File: config.mk
export PLATFORM = sky130hd
export DESIGN_NAME = sba_mem_arbiter
export DESIGN_NICKNAME = d
export VERILOG_FILES = /design/src/rtl/sba_mem_arbiter.sv
export SDC_FILE = /design/constraint.sdc
export NUM_CORES = 1
export LEC_CHECK = 0
export CAP_MARGIN = 5
export CORE_AREA = 2 2 217 219
export DETAILED_ROUTE_END_ITERATION = 7
export DIE_AREA = 0 0 219 221
export PLACE_DENSITY_LB_ADDON = 0.15
export SETUP_SLACK_MARGIN = 0.1
export SYNTH_ARGS = -nofsm -noshare
export SYNTH_HDL_FRONTEND = slang
export SYNTH_SLANG_ARGS = --single-unit
File: constraint.sdc
create_clock -name clk -period 1.9 [get_ports clk]
set_input_delay 0.38 -clock clk [delete_from_list [all_inputs] [get_ports clk]]
set_output_delay 0.38 -clock clk [all_outputs]
set_load 0.05 [all_outputs]
File: src/rtl/sba_mem_arbiter.sv
// Shares one req/gnt/r_valid memory master port between NUM_REQ requesters, one transaction
// in flight. Define MEM_ARB_RR_EN for round-robin; otherwise fixed priority (index 0 highest).
module sba_mem_arbiter #(
    parameter int unsigned NUM_REQ    = 2,
    parameter int unsigned ADDR_WIDTH = 64,
    parameter int unsigned DATA_WIDTH = 64
) (
    input  logic                                clk,
    input  logic                                rst_n,
    input  logic [NUM_REQ-1:0]                  req_i,
    input  logic [NUM_REQ*ADDR_WIDTH-1:0]       addr_i,
    input  logic [NUM_REQ-1:0]                  we_i,
    input  logic [NUM_REQ*DATA_WIDTH-1:0]       wdata_i,
    input  logic [NUM_REQ*(DATA_WIDTH/8)-1:0]   be_i,
    output logic [NUM_REQ-1:0]                  gnt_o,
    output logic [NUM_REQ-1:0]                  r_valid_o,
    output logic [DATA_WIDTH-1:0]               r_rdata_o,
    output logic                                mem_req_o,
    output logic [ADDR_WIDTH-1:0]               mem_addr_o,
    output logic                                mem_we_o,
    output logic [DATA_WIDTH-1:0]               mem_wdata_o,
    output logic [DATA_WIDTH/8-1:0]             mem_be_o,
    input  logic                                mem_gnt_i,
    input  logic                                mem_r_valid_i,
    input  logic [DATA_WIDTH-1:0]               mem_r_rdata_i,
    output logic                                busy_o
);

    localparam int unsigned BE_WIDTH  = DATA_WIDTH / 8;
    localparam int unsigned IDX_WIDTH = (NUM_REQ > 1) ? $clog2(NUM_REQ) : 1;

    typedef enum logic [1:0] {StIdle, StReq, StRsp} state_t;

    state_t                 r_state, w_state_next;
    logic [IDX_WIDTH-1:0]   r_owner;
    logic [IDX_WIDTH-1:0]   w_winner;
    logic                   w_any_req;
    logic [NUM_REQ-1:0]     w_owner_oh;
    logic [NUM_REQ-1:0]     w_gnt;
    logic [NUM_REQ-1:0]     w_rvalid;

    logic                   r_mem_req;
    logic [ADDR_WIDTH-1:0]  r_mem_addr;
    logic                   r_mem_we;
    logic [DATA_WIDTH-1:0]  r_mem_wdata;
    logic [BE_WIDTH-1:0]    r_mem_be;

    logic [ADDR_WIDTH-1:0]  w_sel_addr;
    logic                   w_sel_we;
    logic [DATA_WIDTH-1:0]  w_sel_wdata;
    logic [BE_WIDTH-1:0]    w_sel_be;

    assign w_any_req = |req_i;

`ifdef MEM_ARB_RR_EN
    logic [IDX_WIDTH-1:0] r_last_winner;
    logic [IDX_WIDTH-1:0] w_hi_idx, w_lo_idx;
    logic                 w_hi_found, w_lo_found;

    // Requesters above the last winner take precedence; otherwise wrap to the lowest one.
    always_comb begin
        w_hi_idx   = '0;
        w_lo_idx   = '0;
        w_hi_found = 1'b0;
        w_lo_found = 1'b0;
        for (int unsigned i = 0; i < NUM_REQ; i++) begin
            if (req_i[i]) begin
                if (IDX_WIDTH'(i) > r_last_winner) begin
                    if (!w_hi_found) begin
                        w_hi_idx   = IDX_WIDTH'(i);
                        w_hi_found = 1'b1;
                    end
                end else if (!w_lo_found) begin
                    w_lo_idx   = IDX_WIDTH'(i);
                    w_lo_found = 1'b1;
                end
            end
        end
        w_winner = w_hi_found ? w_hi_idx : w_lo_idx;
    end

    always_ff @(posedge clk or negedge rst_n) begin
        if (!rst_n) begin
            r_last_winner <= IDX_WIDTH'(NUM_REQ - 1);
        end else if (r_state == StReq && mem_gnt_i) begin
            r_last_winner <= r_owner;
        end
    end
`else
    logic w_found;

    always_comb begin
        w_winner = '0;
        w_found  = 1'b0;
        for (int unsigned i = 0; i < NUM_REQ; i++) begin
            if (req_i[i] && !w_found) begin
                w_winner = IDX_WIDTH'(i);
                w_found  = 1'b1;
            end
        end
    end
`endif

    always_comb begin
        w_sel_addr  = '0;
        w_sel_we    = 1'b0;
        w_sel_wdata = '0;
        w_sel_be    = '0;
        for (int unsigned i = 0; i < NUM_REQ; i++) begin
            if (w_winner == IDX_WIDTH'(i)) begin
                w_sel_addr  = addr_i[i*ADDR_WIDTH +: ADDR_WIDTH];
                w_sel_we    = we_i[i];
                w_sel_wdata = wdata_i[i*DATA_WIDTH +: DATA_WIDTH];
                w_sel_be    = be_i[i*BE_WIDTH +: BE_WIDTH];
            end
        end
    end

    assign w_owner_oh = NUM_REQ'(1) << r_owner;

    always_comb begin
        w_state_next = r_state;
        w_gnt        = '0;
        w_rvalid     = '0;
        unique case (r_state)
            StIdle: begin
                if (w_any_req) w_state_next = StReq;
            end
            StReq: begin
                if (mem_gnt_i) begin
                    w_gnt = w_owner_oh;
                    if (mem_r_valid_i) begin
                        w_rvalid     = w_owner_oh;
                        w_state_next = StIdle;
                    end else begin
                        w_state_next = StRsp;
                    end
                end
            end
            StRsp: begin
                if (mem_r_valid_i) begin
                    w_rvalid     = w_owner_oh;
                    w_state_next = StIdle;
                end
            end
            default: w_state_next = StIdle;
        endcase
    end

    // Payload is captured once in IDLE and held frozen until the next arbitration.
    always_ff @(posedge clk or negedge rst_n) begin
        if (!rst_n) begin
            r_state     <= StIdle;
            r_owner     <= '0;
            r_mem_req   <= 1'b0;
            r_mem_addr  <= '0;
            r_mem_we    <= 1'b0;
            r_mem_wdata <= '0;
            r_mem_be    <= '0;
        end else begin
            r_state <= w_state_next;
            if (r_state == StIdle && w_any_req) begin
                r_owner     <= w_winner;
                r_mem_req   <= 1'b1;
                r_mem_addr  <= w_sel_addr;
                r_mem_we    <= w_sel_we;
                r_mem_wdata <= w_sel_wdata;
                r_mem_be    <= w_sel_be;
            end else if (r_state == StReq && mem_gnt_i) begin
                r_mem_req <= 1'b0;
            end
        end
    end

    assign gnt_o       = w_gnt;
    assign r_valid_o   = w_rvalid;
    assign r_rdata_o   = mem_r_rdata_i;
    assign mem_req_o   = r_mem_req;
    assign mem_addr_o  = r_mem_addr;
    assign mem_we_o    = r_mem_we;
    assign mem_wdata_o = r_mem_wdata;
    assign mem_be_o    = r_mem_be;
    assign busy_o      = (r_state != StIdle);

endmodule

# Word level (Yosys, flattened, before mapping)
# Cells that the tools add are included.
[op_classes]
eq_ne = 5
shift = 1
n_mux = 18
reduce_logical = 9
[op_table]
columns = ["cell", "n"]
rows = [
  ["$mux W64", 2],
  ["$mux W2", 8],
  ["$mux W8", 1],
  ["$ne A2 B2 Y1 const B", 3],
  ["$pmux W2 S3", 1],
  ["$mux W1", 5],
  ["$pmux W2 S2", 1],
  ["$reduce_bool A2 Y1", 2],
  ["$logic_and A1 B1 Y1", 3],
  ["$reduce_and A3 Y1", 1],
  ["$eq A2 B1 Y1 const B", 1],
  ["$eq A2 B2 Y1 const B", 1],
  ["$logic_not A2 Y1", 1],
  ["$reduce_or A2 Y1", 1],
  ["$shl A1 B1 Y2 const A", 1],
  ["$logic_not A1 Y1", 1],
]
[word_totals]
ff_bits = 141
input_bits = 344
output_inout_bits = 207
word_cells = 40

# Depth between registers and ports, before layout
# Gate-level depths: netlist of the first run.
[logic_depth]
ltp_word = 5
depth_mapped = 9
depth_no_buf = 5

# Least setup slack after synthesis of the first run
# OpenSTA, ideal clock, no wires.
[synth_path]
path_kind = "register -> output"
start = "register r_state[1]"
end = "output r_valid_o[1]"
t_arrival_ns = 1.929
required_time_ns = 1.520
setup_slack_ns = -0.409
path_stages_with_launch = 5
n_path_buf = 0
path_cell_list = "dfrtp_1 -> inv_1 -> ha_1 -> a21oi_1 -> nor3b_1"
[synth_between]
elab_chain_len = 2
elab_cells_between_ends = 3
classes_between = "2 x eq/ne; 1 x mux"
[synth_lines]
columns = ["element", "line_no", "rtl"]
rows = [
  ["start: declaration", "34", "state_t r_state, w_state_next;"],
  ["start signal: assignment", "153", "r_state <= StIdle;"],
  ["start signal: assignment", "161", "r_state <= w_state_next;"],
  ["$eq A2 B2 Y1 or $eq A2 B1 Y1 (tied branches)", "125", "unique case (r_state)"],
  ["$pmux W2 S2 *", "125", ""],
  ["end: declaration", "16", "output logic [NUM_REQ-1:0] r_valid_o,"],
]
# Every way passes the cells marked *; elsewhere a longest branch is shown, timed or not.

# Worst setup path after layout of the first run
[layout_path]
start = "register r_state[0]"
end = "output r_valid_o[1]"
# The elaborated chain is that of the path after synthesis.

==> results of run 1 <==
power by group:
group          switching (mW)  leakage (nW)  internal (mW)
Combinational            8.62          3.45           4.40
Clock                    1.36         0.256           1.85
Sequential              0.929          1.73           4.50
how the worst min path moves through the flow:
| stage | start | end | slack, ps | cells past startpoint |
|---|---|---|---|---|
| 6_report | rst_n | mem_addr_o[4] | 460 | 2 |
| 5_1_grt | rst_n | mem_addr_o[4] | 490 | 2 |
| 4_1_cts | rst_n | mem_addr_o[4] | 450 | 2 |
| 3_5_place_dp | rst_n | mem_addr_o[4] | 370 | 1 |
| 3_3_place_gp | rst_n | mem_addr_o[4] | 360 | 1 |
| 2_1_floorplan | rst_n | mem_addr_o[0] | 80 | 0 |
synthesized netlist by cell type (all sizes together), types with 2 or more instances:
cell,n
a21oi,3
inv,5
buf,103
nor2,2
dfrtp,141
mux2i,138
clkbuf,6
nand2,142
o21ai,138
ha,4
flip-flops by register name, indices dropped and copies added (netlist names):
signal,flops
mem_addr_o,64
mem_be_o,8
mem_req_o,1
mem_wdata_o,64
mem_we_o,1
r_owner,1
r_state,2
layout make-up:
type,count,area [sq um]
Clock inverter,6,63.8
Multi-Input combinational cell,433,3140
Inverter,5,21.3
Tap cell,607,759
Sequential cell,141,3530
Clock buffer,24,472
Timing Repair Buffer,489,4640
Fill cell,4914,33400
logic make-up after synthesis:
| kind of cell | after synthesis |
|---|---|
| AND/OR/NAND/NOR | 148 |
| AO/OA/AOI/OAI | 142 |
| flip-flops | 141 |
| multiplexers | 139 |
| buffers and inverters | 114 |
| adder cells (fa/ha/maj) | 4 |
metal layers:
metal	up-vias	part of all wire [%]	wire, microns
li1	3088	-	-
met1	2825	39	10600
met2	272	50	13700
met3	34	9.0	2450
met4	0	1.6	439
met5	-	0	0
what timing repair did:
| action | CTS | global route |
|---|---|---|
| pin swaps | 3 | 4 |
| setup buffers | 2 | 4 |
| hold buffers | 1 | 0 |
| setup endpoints to repair | 23 | 5 |
| hold endpoints to repair | 34 | 0 |
| resized for setup | 30 | 10 |
cell usage in the layout (no fill, tap or decap), drive strengths merged:
| cell type | count |
|---|---|
| dlygate4sd2 | 18 |
| a21oi | 3 |
| nor3 | 1 |
| dlygate4sd3 | 1 |
| clkbuf | 24 |
| a222oi | 1 |
| bufinv | 1 |
| mux2i | 138 |
| nand2 | 142 |
| dfrtp | 141 |
| clkinvlp | 2 |
| and2b | 1 |
| nor3b | 1 |
| mux2 | 1 |
| nor2 | 2 |
| inv | 5 |
| clkinv | 3 |
| buf | 192 |
| clkdlybuf4s50 | 278 |
| o21ai | 138 |
| and3 | 1 |
| ha | 4 |
per-stage QoR:
| stage | instances | utilization [%] | worst slack, ps | hold slack (ps) |
|---|---|---|---|---|
| after detailed placement | 1668 | 26.0 | -93.8 | 365 |
| after floorplan | 688 | - | 54.6 | 84.4 |
| after global routing | 1705 | 27.4 | -226 | 494 |
| after global placement | 1668 | 26.0 | -93.6 | 362 |
| final | 1705 | 27.4 | -115 | 464 |
| after CTS | 1701 | 27.3 | -228 | 447 |
==> flow_metrics.py, run 1 <==
metrics = {
    "clocking": {
        "cts-buffers-inserted": 17,
        "path_clk_slew_ps": 60,
        "root_buffer": "clkbuf_16",
        "cts_buffer_depth": 2,
        "cts.sinks": 141,
        "cts_tree": "done",
        "worstSkewPairLatency_ps": 440,
        "cts-htree-levels": 4,
    },
    "critical_path": {
        "r2r-end": "r_state[0]",
        "cpLargestDelayFamily": "flip-flops",
        "r2r_cells": 5,
        "critPathLaunchType": "flop",
        "critPathMaxFanout": 3,
        "worstSetupPathType": "reg -> out",
        "crit_start": "r_state[0]",
        "crit_arrival_ps": 1640,
        "critPathBufInv": 2,
        "critPathMaxStageDelay_ps": 410,
        "crit_cells": 5,
        "r2r_slack_ps": 240,
        "worst_path_max_delay_cell": "dfrtp_2",
        "required_ps": 1520,
        "path_cells": "inv_4 -> ha_4 -> nand2_4 -> nor3b_4 -> buf_12",
        "critPathCaptureType": "output port",
        "rr_startpoint": "r_state[0]",
        "critical_path.endpoint": "r_valid_o[1]",
    },
    "sta": {
        "worst_clock_skew_ps": 10.6,
        "final.setup.worst_slack_ps": -115,
        "max_freq_mhz": 496,
        "post-route-period-util_pct": 106,
        "final_max_slew_viol_count": 0,
        "relSlewSlack_pct": 66.2,
        "hold_viol_final": 0,
        "setup_viol": 4,
        "rsz0062_at_grt": "yes",
        "period_needed_ps": 2020,
        "tightestPinTransition_ps": 507,
        "tns_ps": -268,
    },
    "yosys": {
        "syn-instance-count": 688,
        "synthMuxAreaShare_pct": 18.4,
        "synth_xor_xnor_area_share_pct": 0,
        "synthDistinctLibCells": 22,
        "synthAdderAreaFrac_pct": 0.660,
        "synth_top_family_by_area": "multiplexers",
        "ys_ff_latch": 141,
        "synth-compound-area-share_pct": 11.9,
        "ys_seq_area_share_pct": 46.5,
        "synth_top_area_share_pct": 46.5,
        "synthArstFlopShare_pct": 100,
        "synth_top_flop_cell": "dfrtp_1",
        "yosysWarnings": 0,
        "syn_avg_cell_area_sq_um": 11.0,
        "synthTopCellsByArea": "dfrtp_1 47%, mux2i_1 18%, buf_4 6.4%",
        "yosys.area_share.simple_pct": 9.13,
        "synth_top_area_cell": "dfrtp_1",
        "synth_edf_count": 0,
        "syn_area_sq_um": 7580,
        "synth_nets": 1036,
    },
    "placement": {
        "gp_congestion": 0.733,
        "numPortBuffers": 422,
        "place_area_sq_um": 12000,
        "dp_hpwl_microns": 22000,
    },
    "floorplanning": {
        "row_count": 79,
        "die_w_microns": 219,
        "die_y_microns": 221,
        "dieArea_sq_um": 48400,
        "ioPinCount": 551,
        "start_util_pct": 16.5,
        "coreArea_sq_um": 46100,
    },
    "global_routing": {
        "met3_usage_pct": 4.05,
        "grt_start_max_net_pins": 43,
        "antenna_found_initial": 0,
        "use_met1_pct": 12.5,
        "grt.overflow.total": 0,
        "grt_pass1_vias": 6633,
        "busiest_layer": "met2",
        "grtUsageTotal_pct": 11.4,
        "grt_pass1_wl_microns": 40700,
        "use_met2_pct": 19.7,
    },
    "final_layout": {
        "area_delta_synth_final_pct": 66.6,
        "final_cell_area_sq_um": 12600,
        "finalNetCount": 1435,
        "diodes": 0,
        "drive_above_1_share_pct": 30.1,
    },
    "route": {
        "drc": 0,
        "finalWirelength_microns": 27200,
        "num_vias": 6219,
        "via_per_inst": 3.65,
        "detail-route-antenna-nets": 0,
        "drt_iter0_drc": 194,
        "wl_per_cell_microns": 15.9,
        "drt_first_pass_iters": 4,
    },
    "run_status": {
        "violations": "negative setup slack",
        "status": "complete, but fails checks",
    },
    "power": {
        "total_power_mw": 21.7,
        "power.density_nw_per_um2": 1720,
        "ir_drop_mv": 0.630,
        "power_leakage_nw": 5.44,
    },
    "job": {
        "cap_violations": 0,
    },
    "worst_hold_path": {
        "hold_path.class": "in -> async",
    },
}
(Power assumes the default switching activity.)
==> inputs of run 2 (changes only) <==
--- a/config.mk
+++ b/config.mk
@@ -10,7 +10,7 @@
 export DETAILED_ROUTE_END_ITERATION = 7
 export DIE_AREA = 0 0 219 221
 export PLACE_DENSITY_LB_ADDON = 0.15
-export SETUP_SLACK_MARGIN = 0.1
+export SETUP_SLACK_MARGIN = 0.4
 export SYNTH_ARGS = -nofsm -noshare
 export SYNTH_HDL_FRONTEND = slang
 export SYNTH_SLANG_ARGS = --single-unit
==> run 2 against run 1 <==
Against the previous run: the run still ends with negative setup slack left; critical path depth unchanged; sequential cell count is the same; via count is 8.3% higher; critical path type unchanged.
==> flow_metrics.py, run 2 (synthesis results as in run 1) <==
metrics = {
    "run_status": {
        "status": "complete, but fails checks",
        "violations": "negative setup slack",
    },
    "placement": {
        "dp_worst_setup_slack_ps": -166,
        "numPortBuffers": 422,
        "dp_hpwl_microns": 21200,
        "gp_congestion": 0.702,
        "place_area_sq_um": 12100,
    },
    "floorplanning": {
        "die_w_microns": 219,
        "row_count": 79,
        "die_y_microns": 221,
        "ioPinCount": 551,
        "dieArea_sq_um": 48400,
        "coreArea_sq_um": 46100,
        "start_util_pct": 16.5,
    },
    "final_layout": {
        "diodes": 0,
        "mostFrequentLayoutCells": "276 x clkdlybuf4s50_1, 139 x dfrtp_1, 133 x mux2i_1",
        "area_delta_synth_final_pct": 103,
        "layout_commonest_cell": "clkdlybuf4s50_1",
        "final_cell_area_sq_um": 15400,
        "drive_above_1_share_pct": 49.1,
        "finalNetCount": 1499,
    },
    "sta": {
        "period_needed_ps": 2030,
        "setup_viol": 4,
        "relSlewSlack_pct": 73.4,
        "max_freq_mhz": 492,
        "final_max_slew_viol_count": 0,
        "rsz0062_at_grt": "yes",
        "whs_ps": 412,
        "final.setup.worst_slack_ps": -133,
        "tightestPinTransition_ps": 399,
        "worst_clock_skew_ps": 12.0,
        "post-route-period-util_pct": 107,
        "hold_viol_final": 0,
    },
    "clocking": {
        "root_buffer": "clkbuf_16",
        "cts_tree": "done",
        "cts-buffers-inserted": 17,
        "cts_buffer_depth": 2,
        "worstSkewPairLatency_ps": 450,
        "cts.sinks": 141,
        "cts-htree-levels": 4,
        "path_clk_slew_ps": 60,
    },
    "global_routing": {
        "grtUsageTotal_pct": 12.5,
        "met3_usage_pct": 3.86,
        "use_met1_pct": 13.9,
        "grt_pass1_wl_microns": 44300,
        "grt.overflow.total": 0,
        "grt_pass1_vias": 7007,
        "busiest_layer": "met2",
        "use_met2_pct": 21.9,
        "antenna_found_initial": 0,
        "grt_start_max_net_pins": 38,
    },
    "critical_path": {
        "critPathLaunchType": "flop",
        "critPathCaptureType": "output port",
        "required_ps": 1520,
        "critPathMaxStageDelay_ps": 430,
        "cpLargestDelayFamily": "flip-flops",
        "crit_arrival_ps": 1650,
        "r2r_cells": 10,
        "worstSetupPathType": "reg -> out",
        "worst_path_max_delay_cell": "dfrtp_1",
        "crit_cells": 5,
        "critPathMaxFanout": 3,
        "critPathBufInv": 2,
        "path_cells": "inv_2 -> ha_2 -> a21oi_2 -> nor3b_4 -> buf_12",
    },
    "job": {
        "cap_violations": 0,
    },
    "power": {
        "power.density_nw_per_um2": 1810,
        "power_leakage_nw": 6.77,
        "clkPwrFrac_pct": 11.8,
        "seqPwrFrac_pct": 21.8,
        "p_comb_share_pct": 66.4,
        "p_switching_mw": 13.2,
        "p_sw_share_pct": 47.6,
        "ir_drop_mv": 0.636,
        "intPower_mw": 14.5,
    },
    "route": {
        "num_vias": 6733,
        "drc": 0,
        "finalWirelength_microns": 31600,
        "via_per_inst": 3.80,
        "detail-route-antenna-nets": 0,
        "wl_per_cell_microns": 17.9,
        "drt_first_pass_iters": 4,
        "drt_iter0_drc": 138,
    },
    "worst_hold_path": {
        "hold_path.class": "in -> async",
    },
}
[run 2: cell count changes in the layout (fill, tap and decap cells not counted), sizes merged, moves of 2 or more]
cell           delta
bufbuf            +6
buf              +57
clkinv            +4
dlygate4sd2      -16
clkdlybuf4s50     -2
clkbuf           +16
[run 2: path summary, 6_finish.rpt]
path | slack [ps] | startpoint | endpoint
hold reg to reg | 480 | mem_be_o[0] | mem_be_o[0]
setup / recovery | -130 | r_state[0] | r_valid_o[1]
hold / removal | 410 | rst_n | mem_addr_o[41]
max in group asynchronous | 910 | rst_n | mem_addr_o[2]
setup reg to reg | 160 | r_state[0] | mem_wdata_o[14]
min in group clk | 480 | mem_be_o[0] | mem_be_o[0]
[run 2: power by group through the flow]
stage               logic [mW]  registers (mW)  clock network (mW)
CTS                       15.9            5.74                3.44
global route              19.4            6.28                3.57
global placement          13.3            5.47                   0
finish                    18.4            6.06                3.27
floorplan                 4.09            10.4                   0
detailed placement        13.3            5.49                   0
[run 2: repair_timing]
action | 4_1_cts | 5_1_grt
hold buffers | 1 | 0
setup endpoints to repair | 39 | 172
buffers inserted | 16 | 11
endpoints found under the hold margin | 26 | 0
gates cloned | 18 | 19
resized for setup | 301 | 206
pin swaps | 157 | 58
[run 2: metal layers]
metal / wire length (microns) / vias to the layer above / share of wire (%)
li1: - / 3237 / -
met1: 12100 / 3178 / 38
met2: 16500 / 281 / 52
met3: 2320 / 37 / 7.3
met4: 748 / 0 / 2.4
met5: 0 / - / 0
[run 2: layout make-up]
class / instances / area (sq um)
timing repair buffer: 553 / 6430
clock inverter: 11 / 92.6
sequential: 141 / 3530
fill: 4710 / 30700
inverter: 5 / 21.3
multi-input combinational: 433 / 4070
tap: 607 / 759
clock buffer: 21 / 460
[run 2: through the flow]
stage | util [%] | TNS (ps) | total power, mW | cells
after floorplan | - | 0 | 14.5 | 688
after global placement | 26.3 | -9050 | 18.7 | 1674
after detailed placement | 26.3 | -8760 | 18.8 | 1674
after CTS | 30.5 | -505 | 25.1 | 1741
after global routing | 33.4 | -697 | 29.3 | 1771
final | 33.4 | -287 | 27.8 | 1771
==> RTL change 1 (settings of run 2) <==
Set the parameter `ADDR_WIDTH` to 96 (it was 64).
--- a/src/rtl/sba_mem_arbiter.sv
+++ b/src/rtl/sba_mem_arbiter.sv
@@ -2,7 +2,7 @@
 // in flight. Define MEM_ARB_RR_EN for round-robin; otherwise fixed priority (index 0 highest).
 module sba_mem_arbiter #(
     parameter int unsigned NUM_REQ    = 2,
-    parameter int unsigned ADDR_WIDTH = 64,
+    parameter int unsigned ADDR_WIDTH = 96,
     parameter int unsigned DATA_WIDTH = 64
 ) (
     input  logic                                clk,
Interface: changed (resized addr_i and mem_addr_o); port bits go from 551 to 647. No check against the original RTL was run, so the function may have changed too.
==> RTL change 1 against run 2 <==
- the flow still finishes with violations (setup timing)
- maximum frequency increased by 0.37%
- clock power increased by 5%
- register-to-register slack got worse by 0.22 ns
- final cell count up 12%
- worst setup slack improved by 0.0075 ns
- routed wire length rose by 24%
- total power increased by 11%
- sequential cell count rose by 32
- cell area grew 12%
- sequential power rose by 19%
- first-iteration DRC count increased by 84%
- synthesized area up 13%
==> RTL change 1: results (changes against run 2) <==
- Status: finished with violations
- Failing checks: setup timing
- Slew headroom: 70.79% (-2.6 points)
- GR Util met1: 15.21% (+1.3 points)
- Buf/Inv on CP: 3 (+1)
- CP delay by family, top: buffers and inverters
- Syn_area_per_cell: 10.34 um^2 (-6.2%)
- Hpwl dp: 28030 um (+32%)
- Clock group share of total power: 11.1% (-0.7 points)
- Worst flop-to-flop path endpoint: r_state[0]$_DFFE_PN0P_
- Global routing usage on met3: 6.969% (+3.1 points)
- # placed instances: 1907 (+14%)
- Count leader, synth: nand2_1
- Int Pwr: 15.58 mW (+7.1%)
- Input/output buffers: 518 (+23%)
- Share of cells above drive strength 1: 44.39% (-4.7 points)
- Initial antenna violation count: 9 (+9)
- DR top layer: met5
- DR iter-0 viols: 254 (+84%)
- Worst Reg-to-Reg Cells: 7 (-3)
- First-pass GRT wire length: 51120 um (+15%)
- Met3 wire len: 4108 um (+77%)
- Number of global-route vias before repair: 8167 (+17%)
- Hold_ws: 0.4223 ns (+0.01063 ns)
- GR Util All Layers: 14.32% (+1.8 points)
- Top fanout value on the critical path: 4 (+1)
- Seq pwr share: 23.4% (+1.6 points)
- Worst Slack Setup Final: -0.1254 ns (+0.007472 ns)
- Endpoints failing setup: 5 (+1)
- GR Util met2: 24.01% (+2.1 points)
- Skew final: 0.007066 ns (-0.004958 ns)
- Metal-1 WL: 15070 um (+25%)
- Commonest cells in the netlist: 174 x nand2_1, 173 x dfrtp_1, 170 x mux2i_1
- Post-synthesis sequential area ratio: 50.64% (+4.1 points)
- Final #Nets: 1780 (+19%)
- Vias per cell: 4.142 (+8.9%)
- Placed cell area: 14120 um^2 (+17%)
- Post-CTS Resized: 104 (-65%)
- Clk power: 3.43 mW (+5%)
- Non-filler instance count after layout: 1992 (+12%)
- Pleak: 7.523 nW (+11%)
- Wire length per cell: 19.63 um (+10%)
- Largest net degree at the start of global routing: 51 (+34%)
- Reg2reg setup slack: -0.06 ns (-0.22 ns)
-- RTL change 1: logic make-up (layout without fill, tap and decap cells) --
group	Yosys count	after routing	share of synthesized area, %
simple gates	180	180	8.020
flops	173	173	50.64
buf+inv	125	678	10.43
compound gates	174	175	10.29
mux	171	171	20.04
other cells	0	4	0
fa+ha+maj	4	4	0.5854
-- RTL change 1: worst max path at each step --
stage                                       end  slack, ns  cells after the start
floorplan                          r_valid_o[1]       0.27                      4
global placement    mem_wdata_o[57]$_DFFE_PN0P_      -0.12                      6
detailed placement  mem_wdata_o[57]$_DFFE_PN0P_      -0.15                      6
CTS                                r_valid_o[0]      -0.13                      5
global route                       r_valid_o[1]      -0.19                      5
finish                                 gnt_o[1]      -0.13                      5
-- RTL change 1: final cells by class --
cell class	instances	area, um^2
Sequential cell	173	4332
Clock buffer	22	494.2
Multi-Input combinational cell	530	4628
Fill cell	4709	28890
Tap cell	607	759.5
Timing Repair Buffer	641	6863
Antenna cell	4	10.01
Clock inverter	10	63.81
Inverter	5	21.27
==> RTL change 2 (settings of run 2) <==
Without the edit above. Re-encode `state_t` (3 states) as one-hot, 3 bits wide.
--- a/src/rtl/sba_mem_arbiter.sv
+++ b/src/rtl/sba_mem_arbiter.sv
@@ -29,7 +29,7 @@
     localparam int unsigned BE_WIDTH  = DATA_WIDTH / 8;
     localparam int unsigned IDX_WIDTH = (NUM_REQ > 1) ? $clog2(NUM_REQ) : 1;
 
-    typedef enum logic [1:0] {StIdle, StReq, StRsp} state_t;
+    typedef enum logic [2:0] {StIdle = 3'b001, StReq = 3'b010, StRsp = 3'b100} state_t;
 
     state_t                 r_state, w_state_next;
     logic [IDX_WIDTH-1:0]   r_owner;
Formal check against the unedited RTL: same outputs for any inputs over 4 cycles, from zero or initial values and one cycle with rst_n low; so few cycles prove little.
==> RTL change 2 against run 2 <==
- the run still ends with setup timing left
- worst setup slack better by 0.0010 ns
- routed wire length fell by 12%
- cell area fell by 11%
- sequential cell count rose by 1
- critical path depth did not move
- total power is 14% lower
- clock skew is 0.0052 ns lower
- via count down 13%
- synthesized cell count shrank 22%
- synthesized area grew 3.6%
- clock power fell by 3%
- critical path type unchanged
- critical endpoint unchanged
- highest routed layer unchanged
==> RTL change 2: results (changes against run 2) <==
- Non-filler instance count after layout: 1599 (-9.7%)
- Vias per cell: 3.651 (-4.0%)
- Share of cells above drive strength 1: 55.75% (+6.7 points)
- Top FF cell, synth: dfrtp_1
- Worst flop-to-flop path endpoint: mem_addr_o[32]$_DFFE_PN0P_
- Status: finished with violations
- Measured slew at the worst slew-check pin: 0.3198 ns (-0.07880 ns)
- First-pass GRT wire length: 41050 um (-7.4%)
- Fill cells: 4814 (+2.2%)
- Largest net degree at the start of global routing: 50 (+32%)
- Wire length per cell: 17.46 um (-2.2%)
- Commonest cells in the netlist: 224 x mux2_2, 141 x dfrtp_1, 71 x buf_4
- CTS Root Cell: clkbuf_16
- Number of global-route vias before repair: 6547 (-6.6%)
- Pleak: 5.711 nW (-16%)
- Final #Nets: 1323 (-12%)
- Endpoints failing setup: 91 (+87)
- CP max stage delay: 0.45 ns (+0.02 ns)
- Reg2reg setup slack: -0.12 ns (-0.28 ns)
- R2R Path Start: r_state[2]$_DFFE_PN0P_
- Placed cell area: 12430 um^2 (+2.6%)
- Failing checks: setup timing
- Worst Reg-to-Reg Cells: 9 (-1)
- Met2 routed WL: 15110 um (-8.3%)
- Post-CTS Repair Setup Buffers: 27 (+11)
- Hpwl dp: 20990 um (-0.97%)
- Synth Net Count: 881 (-15%)
- GR Util All Layers: 11.56% (-0.95 points)
- Post-CTS Resized: 151 (-50%)
- DR top layer: met4
- Hold_ws: 0.3941 ns (-0.01761 ns)
- Max VDD drop: 0.0007569 V (+19%)
- Skew final: 0.006873 ns (-0.005151 ns)
- Post-synthesis sequential area ratio: 45.27% (-1.3 points)
- Syn_area_per_cell: 14.62 um^2 (+33%)
- Metal-1 WL: 10400 um (-14%)
- DR iter-0 viols: 152 (+10%)
- Unique masters post-synth: 25 (+14%)
- Worst Slack Setup Final: -0.1318 ns (+0.001037 ns)
- CP max stage cell: dfrtp_2
- # placed instances: 1530 (-8.6%)
- Clock Path Buffers: 2 (unchanged)
- Top fanout value on the critical path: 5 (+2)
- RD Place Congestion: 0.7151 (+1.9%)
- Met3 wire len: 1947 um (-16%)
## RTL change 2: cell count changes in the layout (fill, tap and decap cells not counted), moves of 12 or more
| cell | change |
|---|---|
| buf_16 | -12 |
| buf_4 | +39 |
| buf_6 | -53 |
| clkbuf_16 | -16 |
| mux2_2 | +223 |
| mux2_4 | +51 |
| mux2i_1 | -133 |
| nand2_2 | -38 |
| nand2_4 | -93 |
| o21ai_1 | -21 |
| o21ai_2 | -116 |
## RTL change 2: cell type report
type | count | area (um^2) | share of cell area [%]
clock buffers | 24 | 461.7 | 3.391
clock inverters | 8 | 67.56 | 0.4962
inverters | 3 | 13.76 | 0.1011
multi-input cells | 298 | 3492 | 25.65
flip-flops and latches | 142 | 3557 | 26.13
well taps | 607 | 759.5 | 5.578
repair buffers | 517 | 5264 | 38.66
## RTL change 2: how the worst max path moves through the flow
stage                                start                    endpoint  slack (ns)  cells after the start
finish              r_state[1]$_DFFE_PN0P_                r_valid_o[1]       -0.13                      5
CTS                 r_state[1]$_DFFE_PN0P_                r_valid_o[0]       -0.19                      4
global placement                  req_i[1]  mem_wdata_o[2]$_DFFE_PN0P_       -0.30                      6
global route        r_state[2]$_DFFE_PN0P_                r_valid_o[1]       -0.24                      5
floorplan           r_state[0]$_DFFE_PN1P_   mem_addr_o[0]$_DFFE_PN0P_         0.1                      6
detailed placement                req_i[1]  mem_wdata_o[7]$_DFFE_PN0P_       -0.30                      6
## RTL change 2: metrics by stage
step	setup slack, ns	util (%)	setup TNS, ns
floorplan	0.09578	-	0
global placement	-0.2987	26.98	-36.41
detailed placement	-0.3002	26.98	-36.15
CTS	-0.1860	29.43	-13.54
global route	-0.2416	29.56	-19.65
finish	-0.1318	29.56	-6.534
## RTL change 2: cells by family (layout without fill, tap and decap cells)
family | after synthesis | count (layout) | share of synthesized area [%]
DFF | 142 | 142 | 45.27
muxes | 274 | 274 | 41.68
AOI/OAI and AO/OA | 6 | 6 | 0.4781
buffers and inverters | 97 | 552 | 11.15
xor gates and xnor gates | 1 | 1 | 0.1116
and+or+nand+nor | 17 | 17 | 1.307
## RTL change 2: power by group
part | switching, mW | total (mW) | internal [mW]
registers | 0.886 | 5.50 | 4.61
logic | 8.47 | 15.3 | 6.82
clock network | 1.35 | 3.17 | 1.82
total | 10.7 | 24.0 | 13.2
## RTL change 2: critical path: cells and delay by family, from the launching register on
kind / cells / cell delay, ns
AO/OA/AOI/OAI: 1 / 0.23
buffers and inverters: 2 / 0.28
flip-flops: 1 / 0.45
AND/OR/NAND/NOR: 2 / 0.25
## RTL change 2: layer usage
| metal | track usage [%] | vias to the layer above |
|---|---|---|
| li1 | - | 2737 |
| met1 | 11.96 | 2840 |
| met2 | 21.43 | 223 |
| met3 | 4.192 | 38 |
| met4 | 3.684 | 0 |
| met5 | 0 | - |
